[src/rtl/vga_sync_decoder_if.sv]
// Sync-stream inputs and recovered-timing outputs of vga_sync_decoder.
// master drives the sync stream; slave is the decoder side.
interface vga_sync_decoder_if;
    logic       pix_en;
    logic       hs;
    logic       vs;
    logic [9:0] DrawX;
    logic [9:0] DrawY;
    logic       active;
    logic       locked;
    logic       frame_start;
    logic       sync_err;
    logic [7:0] err_count;

    modport master (
        output pix_en, hs, vs,
        input  DrawX, DrawY, active, locked, frame_start, sync_err, err_count
    );

    modport slave (
        input  pix_en, hs, vs,
        output DrawX, DrawY, active, locked, frame_start, sync_err, err_count
    );
endinterface

[src/rtl/vga_sync_decoder.sv]
// Purpose: recovers DrawX/DrawY/active from an hs/vs stream, flags misplaced or missing sync.
// Latency: outputs describe the sample taken on the previous pix_en (1 Clk).
// Backpressure: none; pix_en=0 holds all state. VGA_SYNC_DECODER_ERRCNT_EN builds err_count.
module vga_sync_decoder #(
    parameter int H_TOTAL      = 800,
    parameter int H_VISIBLE    = 640,
    parameter int H_SYNC_START = 656,
    parameter int V_TOTAL      = 525,
    parameter int V_VISIBLE    = 480,
    parameter int V_SYNC_START = 490
) (
    input  logic              Clk,
    input  logic              Reset,
    vga_sync_decoder_if.slave bus
);
    typedef enum logic [1:0] {SEARCH, HACQ, VACQ, LOCKED} state_t;

    localparam logic [9:0] H_LAST = 10'(H_TOTAL - 1);
    localparam logic [9:0] V_LAST = 10'(V_TOTAL - 1);
    localparam logic [9:0] H_VIS  = 10'(H_VISIBLE);
    localparam logic [9:0] V_VIS  = 10'(V_VISIBLE);
    localparam logic [9:0] H_SS   = 10'(H_SYNC_START);
    localparam logic [9:0] V_SS   = 10'(V_SYNC_START);

    state_t     state_q, state_d;
    logic       hs_q, hs_d, vs_q, vs_d;
    logic [9:0] drawx_q, drawx_d, drawy_q, drawy_d;
    logic       frame_start_q, frame_start_d;
    logic       sync_err_q, sync_err_d;

    logic       hs_edge, vs_edge;
    logic [9:0] px, py;
    logic       h_bad, v_bad;

    // Prediction of the coordinate the current sample should carry.
    always_comb begin
        hs_edge = !bus.hs && hs_q;
        vs_edge = !bus.vs && vs_q;
        px      = (drawx_q == H_LAST) ? 10'd0 : drawx_q + 10'd1;
        py      = drawy_q;
        if (drawx_q == H_LAST) begin
            py = (drawy_q == V_LAST) ? 10'd0 : drawy_q + 10'd1;
        end
        h_bad = hs_edge != (px == H_SS);
        v_bad = vs_edge != ((px == 10'd0) && (py == V_SS));
    end

    always_comb begin
        state_d       = state_q;
        hs_d          = hs_q;
        vs_d          = vs_q;
        drawx_d       = drawx_q;
        drawy_d       = drawy_q;
        frame_start_d = 1'b0;
        sync_err_d    = 1'b0;
        if (bus.pix_en) begin
            hs_d    = bus.hs;
            vs_d    = bus.vs;
            drawx_d = px;
            drawy_d = py;
            unique case (state_q)
                SEARCH: begin
                    if (hs_edge) begin
                        drawx_d = H_SS;
                        state_d = HACQ;
                    end
                end
                HACQ: begin
                    if (hs_edge) begin
                        if (px == H_SS) state_d = VACQ;
                        else            drawx_d = H_SS;
                    end
                end
                VACQ: begin
                    // Losing horizontal alignment here is not an error, just a restart.
                    if (h_bad) begin
                        state_d = SEARCH;
                    end else if (vs_edge && (px == 10'd0)) begin
                        drawy_d = V_SS;
                        state_d = LOCKED;
                    end
                end
                LOCKED: begin
                    if (h_bad || v_bad) begin
                        sync_err_d = 1'b1;
                        state_d    = SEARCH;
                    end else begin
                        frame_start_d = (px == 10'd0) && (py == 10'd0);
                    end
                end
                default: state_d = SEARCH;
            endcase
        end
    end

    always_ff @(posedge Clk) begin
        if (Reset) begin
            state_q       <= SEARCH;
            hs_q          <= 1'b0;
            vs_q          <= 1'b0;
            drawx_q       <= 10'd0;
            drawy_q       <= 10'd0;
            frame_start_q <= 1'b0;
            sync_err_q    <= 1'b0;
        end else begin
            state_q       <= state_d;
            hs_q          <= hs_d;
            vs_q          <= vs_d;
            drawx_q       <= drawx_d;
            drawy_q       <= drawy_d;
            frame_start_q <= frame_start_d;
            sync_err_q    <= sync_err_d;
        end
    end

`ifdef VGA_SYNC_DECODER_ERRCNT_EN
    logic [7:0] err_count_q, err_count_d;

    always_comb begin
        err_count_d = err_count_q;
        if (sync_err_d && (err_count_q != 8'hFF)) begin
            err_count_d = err_count_q + 8'd1;
        end
    end

    always_ff @(posedge Clk) begin
        if (Reset) err_count_q <= 8'd0;
        else       err_count_q <= err_count_d;
    end

    assign bus.err_count = err_count_q;
`else
    assign bus.err_count = 8'd0;
`endif

    assign bus.DrawX       = drawx_q;
    assign bus.DrawY       = drawy_q;
    assign bus.locked      = (state_q == LOCKED);
    assign bus.active      = (state_q == LOCKED) && (drawx_q < H_VIS) && (drawy_q < V_VIS);
    assign bus.frame_start = frame_start_q;
    assign bus.sync_err    = sync_err_q;
endmodule

[src/flat_wrapper.sv]
// flat-port wrapper written by rule: the top's interface ports become plain ports
module vga_sync_decoder_flat 
#(
    parameter int H_TOTAL      = 800,
    parameter int H_VISIBLE    = 640,
    parameter int H_SYNC_START = 656,
    parameter int V_TOTAL      = 525,
    parameter int V_VISIBLE    = 480,
    parameter int V_SYNC_START = 490
)
  (Clk, Reset, bus_pix_en, bus_hs, bus_vs, bus_DrawX, bus_DrawY, bus_active, bus_locked, bus_frame_start, bus_sync_err, bus_err_count);
  vga_sync_decoder_if bus_i ();
  input  logic Clk;
  input  logic Reset;
  input wire logic [$bits(bus_i.pix_en)-1:0] bus_pix_en;
  input wire logic [$bits(bus_i.hs)-1:0] bus_hs;
  input wire logic [$bits(bus_i.vs)-1:0] bus_vs;
  output wire logic [$bits(bus_i.DrawX)-1:0] bus_DrawX;
  output wire logic [$bits(bus_i.DrawY)-1:0] bus_DrawY;
  output wire logic [$bits(bus_i.active)-1:0] bus_active;
  output wire logic [$bits(bus_i.locked)-1:0] bus_locked;
  output wire logic [$bits(bus_i.frame_start)-1:0] bus_frame_start;
  output wire logic [$bits(bus_i.sync_err)-1:0] bus_sync_err;
  output wire logic [$bits(bus_i.err_count)-1:0] bus_err_count;
  assign bus_i.pix_en = bus_pix_en;
  assign bus_i.hs = bus_hs;
  assign bus_i.vs = bus_vs;
  assign bus_DrawX = bus_i.DrawX;
  assign bus_DrawY = bus_i.DrawY;
  assign bus_active = bus_i.active;
  assign bus_locked = bus_i.locked;
  assign bus_frame_start = bus_i.frame_start;
  assign bus_sync_err = bus_i.sync_err;
  assign bus_err_count = bus_i.err_count;
  vga_sync_decoder #(.H_TOTAL(H_TOTAL), .H_VISIBLE(H_VISIBLE), .H_SYNC_START(H_SYNC_START), .V_TOTAL(V_TOTAL), .V_VISIBLE(V_VISIBLE), .V_SYNC_START(V_SYNC_START)) u_core (.Clk(Clk), .Reset(Reset), .bus(bus_i));
endmodule
[config.mk]
export PLATFORM = sky130hd
export DESIGN_NAME = vga_sync_decoder_flat
export DESIGN_NICKNAME = d
export VERILOG_FILES = /design/src/rtl/vga_sync_decoder_if.sv /design/src/rtl/vga_sync_decoder.sv /design/src/flat_wrapper.sv
export SDC_FILE = /design/constraint.sdc
export NUM_CORES = 1
export LEC_CHECK = 0
export CAP_MARGIN = 20
export CORE_MARGIN = 2
export CORE_UTILIZATION = 50
export CTS_BUF_LIST = sky130_fd_sc_hd__clkbuf_8 sky130_fd_sc_hd__clkbuf_16
export DETAILED_ROUTE_END_ITERATION = 8
export GPL_ROUTABILITY_DRIVEN = 0
export PLACE_DENSITY = 0.8
export SETUP_SLACK_MARGIN = 0.4
export SLEW_MARGIN = 15
export SYNTH_ARGS = -nofsm -noshare
export SYNTH_HDL_FRONTEND = slang
export SYNTH_SLANG_ARGS = --single-unit
[constraint.sdc]
create_clock -name Clk -period 3.1 [get_ports Clk]
set_input_delay 0.465 -clock Clk [delete_from_list [all_inputs] [get_ports Clk]]
set_output_delay 0.465 -clock Clk [all_outputs]
set_load 0.01 [all_outputs]
* Word level (Yosys, flattened, before mapping) *
Cells that the tools add are included.

storage, ports and cells
  flip-flop bits (word level) = 26
  latch bits = 0
  bits in writable memories = 0
  memory bits (read-only) = 0
  input bits = 5
  output and inout port bits = 32
  word-level logic and storage cells = 61
  memories = 0

operators by class
  $add $sub $neg = 2
  multiply operators = 0
  divide/modulo/power cells = 0
  magnitude comparators = 2
  equality and inequality tests = 14
  shift operators = 0
  muxes and demuxes = 18
  bitwise gates (word level) = 2
  reductions and logical operators = 16

operators by type and width
  cell                                                                            number
  10-bit 2-to-1 mux                                                               9
  10-bit == test (second input constant)                                          3
  10-bit by 1-bit adder with 10-bit output (second input constant)                2
  10-bit logical NOT                                                              2
  10-bit one-hot mux with 2 select lines                                          1
  2-bit 2-to-1 mux                                                                6
  10-bit by 9-bit == test with 1-bit output (second input constant)               1
  10-bit less-than comparator (second input constant)                             1
  10-bit by 9-bit less-than comparator with 1-bit output (second input constant)  1
  2-bit by 1-bit != test with 1-bit output (second input constant)                4
  2-bit one-hot mux with 4 select lines                                           1
  1-bit logical AND                                                               7
  6-bit AND reduction                                                             1
  2-bit == test (second input constant)                                           2
  4-bit OR reduction                                                              1
  3-bit by 1-bit != test with 1-bit output (second input constant)                1
  3-bit OR reduction                                                              1
  2-bit by 1-bit == test with 1-bit output (second input constant)                1
  1-bit logical NOT                                                               2
  2-bit logical NOT                                                               1
  1-bit != test                                                                   2
  1-bit inverter                                                                  2
  1-bit logical OR                                                                1
  1-bit 2-to-1 mux                                                                1

* Longest topological paths before layout *
Gate-level depths: netlist of run 1.

  depth after elaboration = 9
  gate-level depth with buffers = 10

* Worst setup path before layout of run 1 *
OpenSTA, ideal clock, no wires.

  kind = register to register
  from = register u_core.drawx_q[0] (netlist: u_core.bus.DrawX[0])
  to = register u_core.drawy_q[1] (netlist: u_core.bus.DrawY[1])
  library setup time = 88 ps
  arrival = 2491 ps
  required time = 3012 ps
  path slack = 521 ps
  stages on the path, launching flop included = 10
  buffers on the path = 2
  period minus slack after synthesis = 2579 ps
  cells stage by stage = dfxtp_1 ha_1 buf_2 nand4_4 nor3_4 o21a_1 nand4b_1 or4_4 buf_6 a311oi_2

on the way
  word-level cells in the longest chain between the ends = 7
  elaborated cells between the ends (all ways) = 11
  those cells by class = add/sub (1); eq/ne (3); mux (5); reduce/logical (2)

RTL lines
  item                                                                               RTL line                                        text
  start: declaration                                                                 vga_sync_decoder.sv:27                          logic [9:0] drawx_q, drawx_d, drawy_q, drawy_d;
  start signal: assignment                                                           vga_sync_decoder.sv:109                         drawx_q <= drawx_d;
  10-bit by 1-bit adder with 10-bit output / 10-bit == test (equally long branches)  vga_sync_decoder.sv:39, vga_sync_decoder.sv:41
  10-bit 2-to-1 mux                                                                  vga_sync_decoder.sv:39                          px = (drawx_q == H_LAST) ? 10'd0 : drawx_q + 10'd1;
  10-bit logical NOT                                                                 vga_sync_decoder.sv:78                          end else if (vs_edge && (px == 10'd0)) begin
  1-bit logical AND                                                                  vga_sync_decoder.sv:78
  10-bit 2-to-1 mux                                                                  vga_sync_decoder.sv:78
  10-bit 2-to-1 mux                                                                  vga_sync_decoder.sv:76                          if (h_bad) begin
  10-bit 2-to-1 mux (*)                                                              vga_sync_decoder.sv:61                          unique case (state_q)
  end signal: assignment                                                             vga_sync_decoder.sv:110                         drawy_q <= drawy_d;
  end: declaration                                                                   vga_sync_decoder.sv:27

Mark *: on every way between the ends. The rest lies on a longest branch, timed or not.
A chain may end at the register's enable or synchronous reset.

* Final worst setup path of run 1 *
  from = register u_core.drawx_q[7] (netlist: u_core.bus.DrawX[7])
  to = register u_core.drawy_q[5] (netlist: u_core.bus.DrawY[5])

The elaborated chain is that of the path after synthesis.

==> results.toml, run 1 <==
[outcome]
outcome = "finished, final reports clean"

[floorplan]
die_w_microns = 68.6
dieArea_sq_mm = 0.00471
initial_core_util_pct = 52.2
die_y_microns = 68.6
coreArea_sq_mm = 0.00400
pin_count = 37
rows = 23

[layout]
layout-drive-gt1-share_pct = 14.5
layout.nets = 299
antenna_cells = 0
final_common_cell = "nor2_1"
stdcell_area_sq_mm = 0.00250
layout_common_cells = "30 x nor2_1, 28 x clkdlybuf4s50_1, 20 x dfxtp_1"
nFillCells = 349
syn2layout_area_growth_pct = 19.5

[grt]
track_usage_pct = 23.9
antenna_found_initial = 0
grt_max_degree = 27
grt_overflow_total = 0
grt_pass1_vias = 1864
grt_pass1_wl_microns = 8570

[drt]
via_count = 2123
drc = 0
wire_per_inst_microns = 16.0
route.antenna.remaining_nets = 0
avgViaCountPerCell = 6.26
wl_microns = 5430
dr.first_iter.drc_count = 225
drt-pass1-iter-count = 7

[logic_synthesis]
avgSynthCellArea_sq_um = 7.77
synth_cells = 269
synth_seq_cells = 26
synth_ff_type = "dfxtp_1"
postSynth.asyncResetShare_pct = 0
yosysWarningCount = 0
yosys.area.top_type = "dfxtp_1"
ys_seq_area_share_pct = 24.9
syn_area_sq_mm = 0.00209
synthDominantCellAreaShare_pct = 24.9
synth_edf_count = 0
synth.area.top_cells = "dfxtp_1 25%, nor2_1 5.4%, buf_4 3.6%"
ys_types = 67

[critical_path]
required_ns = 3.33
timing.rr.start = "u_core.bus.DrawX[7]"
crit_slowest_cell = "dfxtp_1"
crit_path_start = "u_core.bus.DrawX[7]"
slowest_delay_ns = 0.60
cp_max_fo = 13
r2r_setup_slack_ns = 0.52
path_class = "reg -> reg"
r2r-end = "u_core.bus.DrawY[5]"
critical_path.endpoint_type = "register"
start_kind = "register"
cp-endpoint = "u_core.bus.DrawY[5]"
reg2reg_depth = 7
cp_cell_sequence = "nand3_1, a21boi_0, o21ai_0, nand4b_1, or4_4, a41oi_1, o21a_1"
arrival_ns = 2.81

[pwr]
total_leakage_power_nw = 0.870
powerDensity_mw_per_mm2 = 300
irDropWorstVdd_mv = 0.199

[clock_tree]
cts_max_path_buffers = 2
clock_latency_ns = 0.28
cts_tree = "yes"
clock-sinks = 26
clk_pin_slew_worst_paths_ns = 0.10
holdBufCountCts = 0
cts_made_buffers = 3
h-tree-depth = 1
root_buffer = "clkbuf_8"

[timing]
fmax_mhz = 388
setup_viol = 0
period_share_pct = 83.1
hold_viol_final = 0
fin_crit_ns = 2.58
drv_slew = 0
grt_setup_unrepaired = "yes"
skew_ns = 0.00490
fin_tns_setup_ns = 0

[job]
drv_cap = 0

[hold_path]
hp-class = "reg -> reg"

[place]
place_area_sq_mm = 0.00235
dp_hpwl_microns = 3810
numPortBuffers = 28
final cells by class:
type	count	area (sq um)	share of cell area, %
well taps	50	62.6	2.51
clock buffers	3	41.3	1.65
clock inverters	1	30.0	1.20
inverters	9	33.8	1.35
multi-input cells	213	1450	58.2
flip-flops and latches	26	528	21.2
repair buffers	37	348	13.9
per-stage QoR:
stage / setup slack (ns) / hold WS (ns) / total power, W / util (%) / instances
after floorplan: 0.521 / 0.452 / 0.000430 / - / 276
after global placement: 0.284 / 0.467 / 0.000458 / 58.8 / 333
after detailed placement: 0.230 / 0.480 / 0.000460 / 58.8 / 333
after CTS: 0.391 / 0.508 / 0.000752 / 61.2 / 339
after global routing: 0.391 / 0.535 / 0.000776 / 62.4 / 339
final: 0.523 / 0.503 / 0.000749 / 62.4 / 339
cell families (layout without fill, tap and decap cells):
| kind of cell | after synthesis | count (layout) | synth area share (%) |
|---|---|---|---|
| other cells | 1 | 8 | 0.179 |
| buf+inv | 37 | 50 | 9.16 |
| simple gates | 123 | 123 | 34.3 |
| fa+ha+maj | 4 | 4 | 2.40 |
| flops | 26 | 26 | 24.9 |
| compound gates | 66 | 66 | 23.8 |
| mux | 3 | 3 | 1.50 |
| xor+xnor | 9 | 9 | 3.77 |
critical path, delay by kind of cell (launching register included):
family,cells,cell delay (ns)
simple gates,3,0.97
flops,1,0.60
compound gates,4,0.95
how the worst min path moves through the flow:
| stage | startpoint | end | slack, ns | cells after the start |
|---|---|---|---|---|
| finish | u_core.vs_q | u_core.vs_q | 0.50 | 2 |
| global route | u_core.vs_q | u_core.vs_q | 0.53 | 2 |
| CTS | u_core.vs_q | u_core.vs_q | 0.51 | 2 |
| detailed placement | u_core.vs_q | u_core.vs_q | 0.48 | 2 |
| global placement | u_core.vs_q | u_core.vs_q | 0.47 | 2 |
| floorplan | u_core.vs_q | u_core.vs_q | 0.45 | 2 |
registers in the layout, summed over array words and instances (netlist names):
name and cells:
u_core.bus.DrawY 10, u_core.bus.frame_start 1, u_core.vs_q 1, u_core.bus.sync_err 1, u_core.bus.DrawX 10, u_core.hs_q 1, u_core.state_q 2
where the power goes:
group / internal (W) / switching (W) / leakage (nW)
clock: 0.000173 / 0.000118 / 0.0357
combinational: 0.0000438 / 0.0000523 / 0.621
sequential: 0.000344 / 0.0000174 / 0.214
synth_stat cells, types with 3 or more instances:
master / n
nor2_1: 30
dfxtp_1: 26
nand2_1: 19
nand3_1: 12
buf_4: 10
clkbuf_1: 10
o21ai_0: 9
a21oi_1: 8
inv_1: 8
nand4_1: 7
nor3_1: 7
and3_1: 6
and4_1: 6
buf_2: 6
a31oi_1: 5
nand2b_1: 5
o211ai_1: 5
xor2_1: 5
ha_1: 4
o21a_1: 4
xnor2_1: 4
a211o_1: 3
a211oi_1: 3
a311oi_2: 3
a41oi_1: 3
nand3b_1: 3
nor2b_1: 3
nor4_1: 3
or4_1: 3
per-layer routing:
layer,vias up,wire [microns],GRT usage (%),share of wire [%]
li1,1030,-,-,-
met1,993,2370,31.8,44
met2,91,2650,39.1,49
met3,9,319,3.57,5.9
met4,0,79,8.25,1.5
met5,-,0,0,0
timing repair:
action	in CTS	in global routing
setup endpoints to repair	15	16
gates resized for setup	3	14
setup buffers	2	0
pin swaps	2	0
No activity file was read; power rests on OpenSTA's default activity.
==> inputs of run 2 (changes only) <==
clock period = 2.45 ns   (was 3.1 ns; I/O delays follow)
==> run 2 against run 1 <==
The run now ends with negative setup slack left. Utilization rose by 17 points. Clock power about the same. Register-to-register slack lost 0.57 ns. Power increased by 24%. Highest routed layer unchanged.
==> results.toml, run 2 (synthesized netlist as in run 1, its figures left out) <==
[floorplan]
die_w_microns = 68.6
dieArea_sq_mm = 0.00471
coreArea_sq_mm = 0.00400
pin_count = 37
rows = 23
die_y_microns = 68.6
initial_core_util_pct = 52.2

[place]
numPortBuffers = 28
placed_cells = 354
dp_hpwl_microns = 4400
place_area_sq_mm = 0.00258

[clock_tree]
cts_max_path_buffers = 2
cts_made_buffers = 3
clk_pin_slew_worst_paths_ns = 0.09
root_buffer = "clkbuf_8"
cts_tree = "yes"
h-tree-depth = 1
clock_latency_ns = 0.28
clock-sinks = 26

[timing]
grt_setup_unrepaired = "yes"
drv_slew = 0
period_share_pct = 102
relSlewSlack_pct = 63.6
worst_pin_slew_ns = 0.540
hold_viol_final = 0
timing.final.ws_setup_ns = -0.0512
setup_viol = 4
fmax_mhz = 400
fin_crit_ns = 2.50
fin_tns_setup_ns = -0.108
skew_ns = 0.0126

[pwr]
seqPwrFrac_pct = 48.5
internal_power_w = 0.000661
irDropWorstVdd_mv = 0.281
powerDensity_mw_per_mm2 = 292
total_leakage_power_nw = 1.15
combPwrFrac_pct = 20.3
p_switching_w = 0.000268
total_power_w = 0.000929
swShare_pct = 28.8
clkPwrFrac_pct = 31.2

[grt]
grt_overflow_total = 0
grt_pass1_wl_microns = 11000
track_usage_pct = 31.5
antenna_found_initial = 0
grt_max_degree = 27
grt_pass1_vias = 2214

[outcome]
violations = "negative setup slack"
outcome = "finished with violations"

[critical_path]
arrival_ns = 2.71
slowest_delay_ns = 0.48
start_kind = "register"
cp_max_fo = 11
critical_path.endpoint_type = "register"
cp_cell_sequence = "buf_4, nand4_1, or4_4, a21oi_4, and4_4, buf_12, a21boi_4, nor3_1, a211o_1"
path_class = "reg -> reg"
crit_slowest_cell = "or4_4"
required_ns = 2.66

[job]
drv_cap = 0

[layout]
antenna_cells = 0
layout.nets = 343
post-route-util_pct = 79.5
final_common_cell = "buf_4"
stdcell_count = 383
layout_common_cells = "43 x buf_4, 29 x nor2_1, 28 x clkdlybuf4s50_1"
layout-drive-gt1-share_pct = 36.3
stdcell_area_sq_mm = 0.00318
syn2layout_area_growth_pct = 52.3

[drt]
route.antenna.remaining_nets = 0
avgViaCountPerCell = 7.06
drc = 0
drt-pass1-iter-count = 5
dr.first_iter.drc_count = 414
wire_per_inst_microns = 23.0
via_count = 2705
wl_microns = 8810

[hold_path]
hp-class = "reg -> reg"
-- run 2: path summary, 6_finish.rpt --
check | startpoint | end | slack, ns | cells after the start
hold / removal | u_core.vs_q | u_core.vs_q | 0.51 | 2
setup reg to reg | u_core.bus.DrawX[5] | u_core.bus.DrawX[6] | -0.05 | 9
setup / recovery | u_core.bus.DrawX[5] | u_core.bus.DrawX[6] | -0.05 | 9
hold reg to reg | u_core.vs_q | u_core.vs_q | 0.51 | 2
-- run 2: power groups by stage --
| stage | clock network [W] | registers (W) | logic (W) |
|---|---|---|---|
| 4_1_cts | 0.000296 | 0.000449 | 0.000157 |
| 2_1_floorplan | 0 | 0.000462 | 0.0000867 |
| 3_5_place_dp | 0 | 0.000464 | 0.000135 |
| 6_report | 0.000290 | 0.000450 | 0.000189 |
| 3_3_place_gp | 0 | 0.000462 | 0.000133 |
| 5_1_grt | 0.000307 | 0.000452 | 0.000197 |
-- run 2: worst max-delay path: cells and delay by family (launching register included) --
kind	cells	cell delay, ns
AND/OR/NAND/NOR	4	1.25
AO/OA/AOI/OAI	3	0.49
flip-flops	1	0.37
buffers and inverters	2	0.33
-- run 2: area by class of cell --
class	instances	area (sq um)
Sequential cell	26	552
Multi-Input combinational cell	214	1770
Tap cell	50	62.6
Clock buffer	4	55.1
Inverter	9	33.8
Fill cell	238	818
Timing Repair Buffer	80	713
-- run 2: routing by layer --
layer	track usage [%]	part of all wire [%]	up-vias
li1	-	-	1116
met1	43.1	37	1215
met5	0	0	-
met4	11.5	6.2	0
met2	47.4	43	284
met3	8.12	14	90
-- run 2: what timing repair did --
action	CTS	global route
hold buffers	0	0
setup buffers	10	14
setup endpoints to repair	21	21
gates resized for setup	26	37
pin swaps	16	28
cloned	1	0
-- run 2: per-stage QoR --
stage / hold WS, ns / setup slack (ns)
after floorplan: 0.452 / 0.130
after global placement: 0.468 / 0.0568
after detailed placement: 0.481 / 0.00228
after CTS: 0.507 / 0.0568
after global routing: 0.575 / -0.149
final: 0.509 / -0.0512
==> inputs of run 3 (changes only) <==
REMOVE_ABC_BUFFERS = 1   (was default)
==> run 3 against run 2 <==
The flow now finishes without violations. Critical path depth up 1. Power up 8.3%. Cell area down 0.59%. Clock-buffer cell count down 1. Critical path type unchanged. Cell count up 1.6%.
==> results.toml, run 3 (synthesized netlist as in run 1, its figures left out) <==
[outcome]
outcome = "finished, final reports clean"

[timing]
relSlewSlack_pct = 65.3
drv_slew = 0
hold_viol_final = 0
worst_pin_slew_ns = 0.516
fmax_mhz = 410
setup_viol = 0
fin_tns_setup_ns = 0
holdWs_ns = 0.505
period_share_pct = 99.5
skew_ns = 0.00835
grt_setup_unrepaired = "yes"
fin_crit_ns = 2.44

[hold_path]
min-delay-start = "u_core.vs_q"
hp-class = "reg -> reg"

[layout]
syn2layout_area_growth_pct = 51.4
multi_input_area_sq_mm = 0.00171
layout_common_cells = "51 x buf_4, 28 x nor2_1, 27 x clkdlybuf4s50_1"
final_common_cell = "buf_4"
antenna_cells = 0
layout-drive-gt1-share_pct = 37.8
nFillCells = 239
post-route-util_pct = 79.1
layout.nets = 349
ff_latch_area_sq_um = 549
stdcell_count = 389

[critical_path]
cp_cell_sequence = "buf_4, inv_1, ha_1, nor3b_2, nand4_1, a31oi_2, buf_4, and4_1, nand4_1, nor4b_4"
slowest_delay_ns = 0.37
crit_path_start = "u_core.bus.DrawY[0]"
required_ns = 2.65
crit_slowest_cell = "a31oi_2"
cp_max_fo = 7
timing.rr.start = "u_core.bus.DrawY[0]"
r2r_setup_slack_ns = 0.01
path_buf_inv = 3
arrival_ns = 2.64
path_class = "reg -> reg"
cp_top_family = "simple AND/OR/NAND/NOR gates"
critical_path.endpoint_type = "register"
start_kind = "register"

[drt]
avgViaCountPerCell = 6.62
route.antenna.remaining_nets = 0
drc = 0
wire_per_inst_microns = 19.5
dr.first_iter.drc_count = 393
via_count = 2574
wl_microns = 7570
drt-pass1-iter-count = 6

[floorplan]
rows = 23
dieArea_sq_mm = 0.00471
die_y_microns = 68.6
pin_count = 37
die_w_microns = 68.6
initial_core_util_pct = 52.2
coreArea_sq_mm = 0.00400

[grt]
track_usage_pct = 31.6
antenna_found_initial = 0
grt_pass1_vias = 2343
grt_max_degree = 27
grt_pass1_wl_microns = 11200
grt_overflow_total = 0

[pwr]
swShare_pct = 26.9
combPwrFrac_pct = 17.9
total_leakage_power_nw = 1.17
total_power_w = 0.00101
clkPwrFrac_pct = 37.2
irDropWorstVdd_mv = 0.400
seqPwrFrac_pct = 44.9
p_switching_w = 0.000270
internal_power_w = 0.000736
powerDensity_mw_per_mm2 = 318

[clock_tree]
holdBufCountCts = 0
cts_made_buffers = 3
clk_pin_slew_worst_paths_ns = 0.10
clock_latency_ns = 0.28
clock-sinks = 26
h-tree-depth = 1
cts_tree = "yes"
cts_max_path_buffers = 2
root_buffer = "clkbuf_8"

[place]
dp_hpwl_microns = 4350
numPortBuffers = 28
placed_cells = 368

[job]
drv_cap = 0
-- run 3: cell types whose count changed in the layout (fill, tap and decap cells not counted), sizes merged --
cell / before / now
buf: 52 / 58
bufinv: 0 / 1
clkbuf: 4 / 3
dlygate4sd2: 0 / 1
clkdlybuf4s50: 28 / 27
-- run 3: worst register-to-register path, cell delays in order (launching register included) --
cell     delay, ns
dfxtp_2       0.35
buf_4         0.16
inv_1         0.08
ha_1          0.16
nor3b_2       0.19
nand4_1       0.23
a31oi_2       0.37
buf_4         0.18
and4_1        0.18
nand4_1       0.16
nor4b_4       0.28
-- run 3: final cells by class --
type / instances / area share (%)
Sequential cell: 26 / 17.4
Multi-Input combinational cell: 214 / 53.9
Inverter: 9 / 1.07
Timing Repair Buffer: 86 / 23.4
Clock buffer: 3 / 1.31
Tap cell: 50 / 1.98
Clock inverter: 1 / 0.949
-- run 3: final timing paths --
path,end,depth (start not counted)
setup / recovery,u_core.bus.frame_start,10
hold / removal,u_core.vs_q,2
setup reg to reg,u_core.bus.frame_start,10
hold reg to reg,u_core.vs_q,2
-- run 3: timing repair --
action,4_1_cts,5_1_grt
setup buffers,13,3
resized for setup,58,24
gates cloned,1,0
setup endpoints to repair,21,20
pin swaps,26,9
-- run 3: metrics by stage --
step / setup WS, ns / area [sq um]
after floorplan: -0.350 / 1960
after global placement: -0.0367 / 2620
after detailed placement: -0.110 / 2620
after CTS: 0.172 / 3000
after global routing: -0.107 / 3160
final: 0.0129 / 3160
-- run 3: power groups by stage --
stage          combinational, W  sequential (W)  clock (W)
2_1_floorplan         0.0000587        0.000464          0
3_3_place_gp           0.000139        0.000457          0
3_5_place_dp           0.000141        0.000457          0
4_1_cts                0.000162        0.000450   0.000369
5_1_grt                0.000191        0.000452   0.000390
6_report               0.000180        0.000451   0.000375
-- run 3: per-layer routing --
metal | share of wire (%) | up-vias | track usage, %
met3 | 9.2 | 48 | 5.03
met5 | 0 | - | 0
met1 | 37 | 1207 | 37.5
met2 | 49 | 184 | 53.7
met4 | 5.5 | 0 | 18.3
li1 | - | 1135 | -
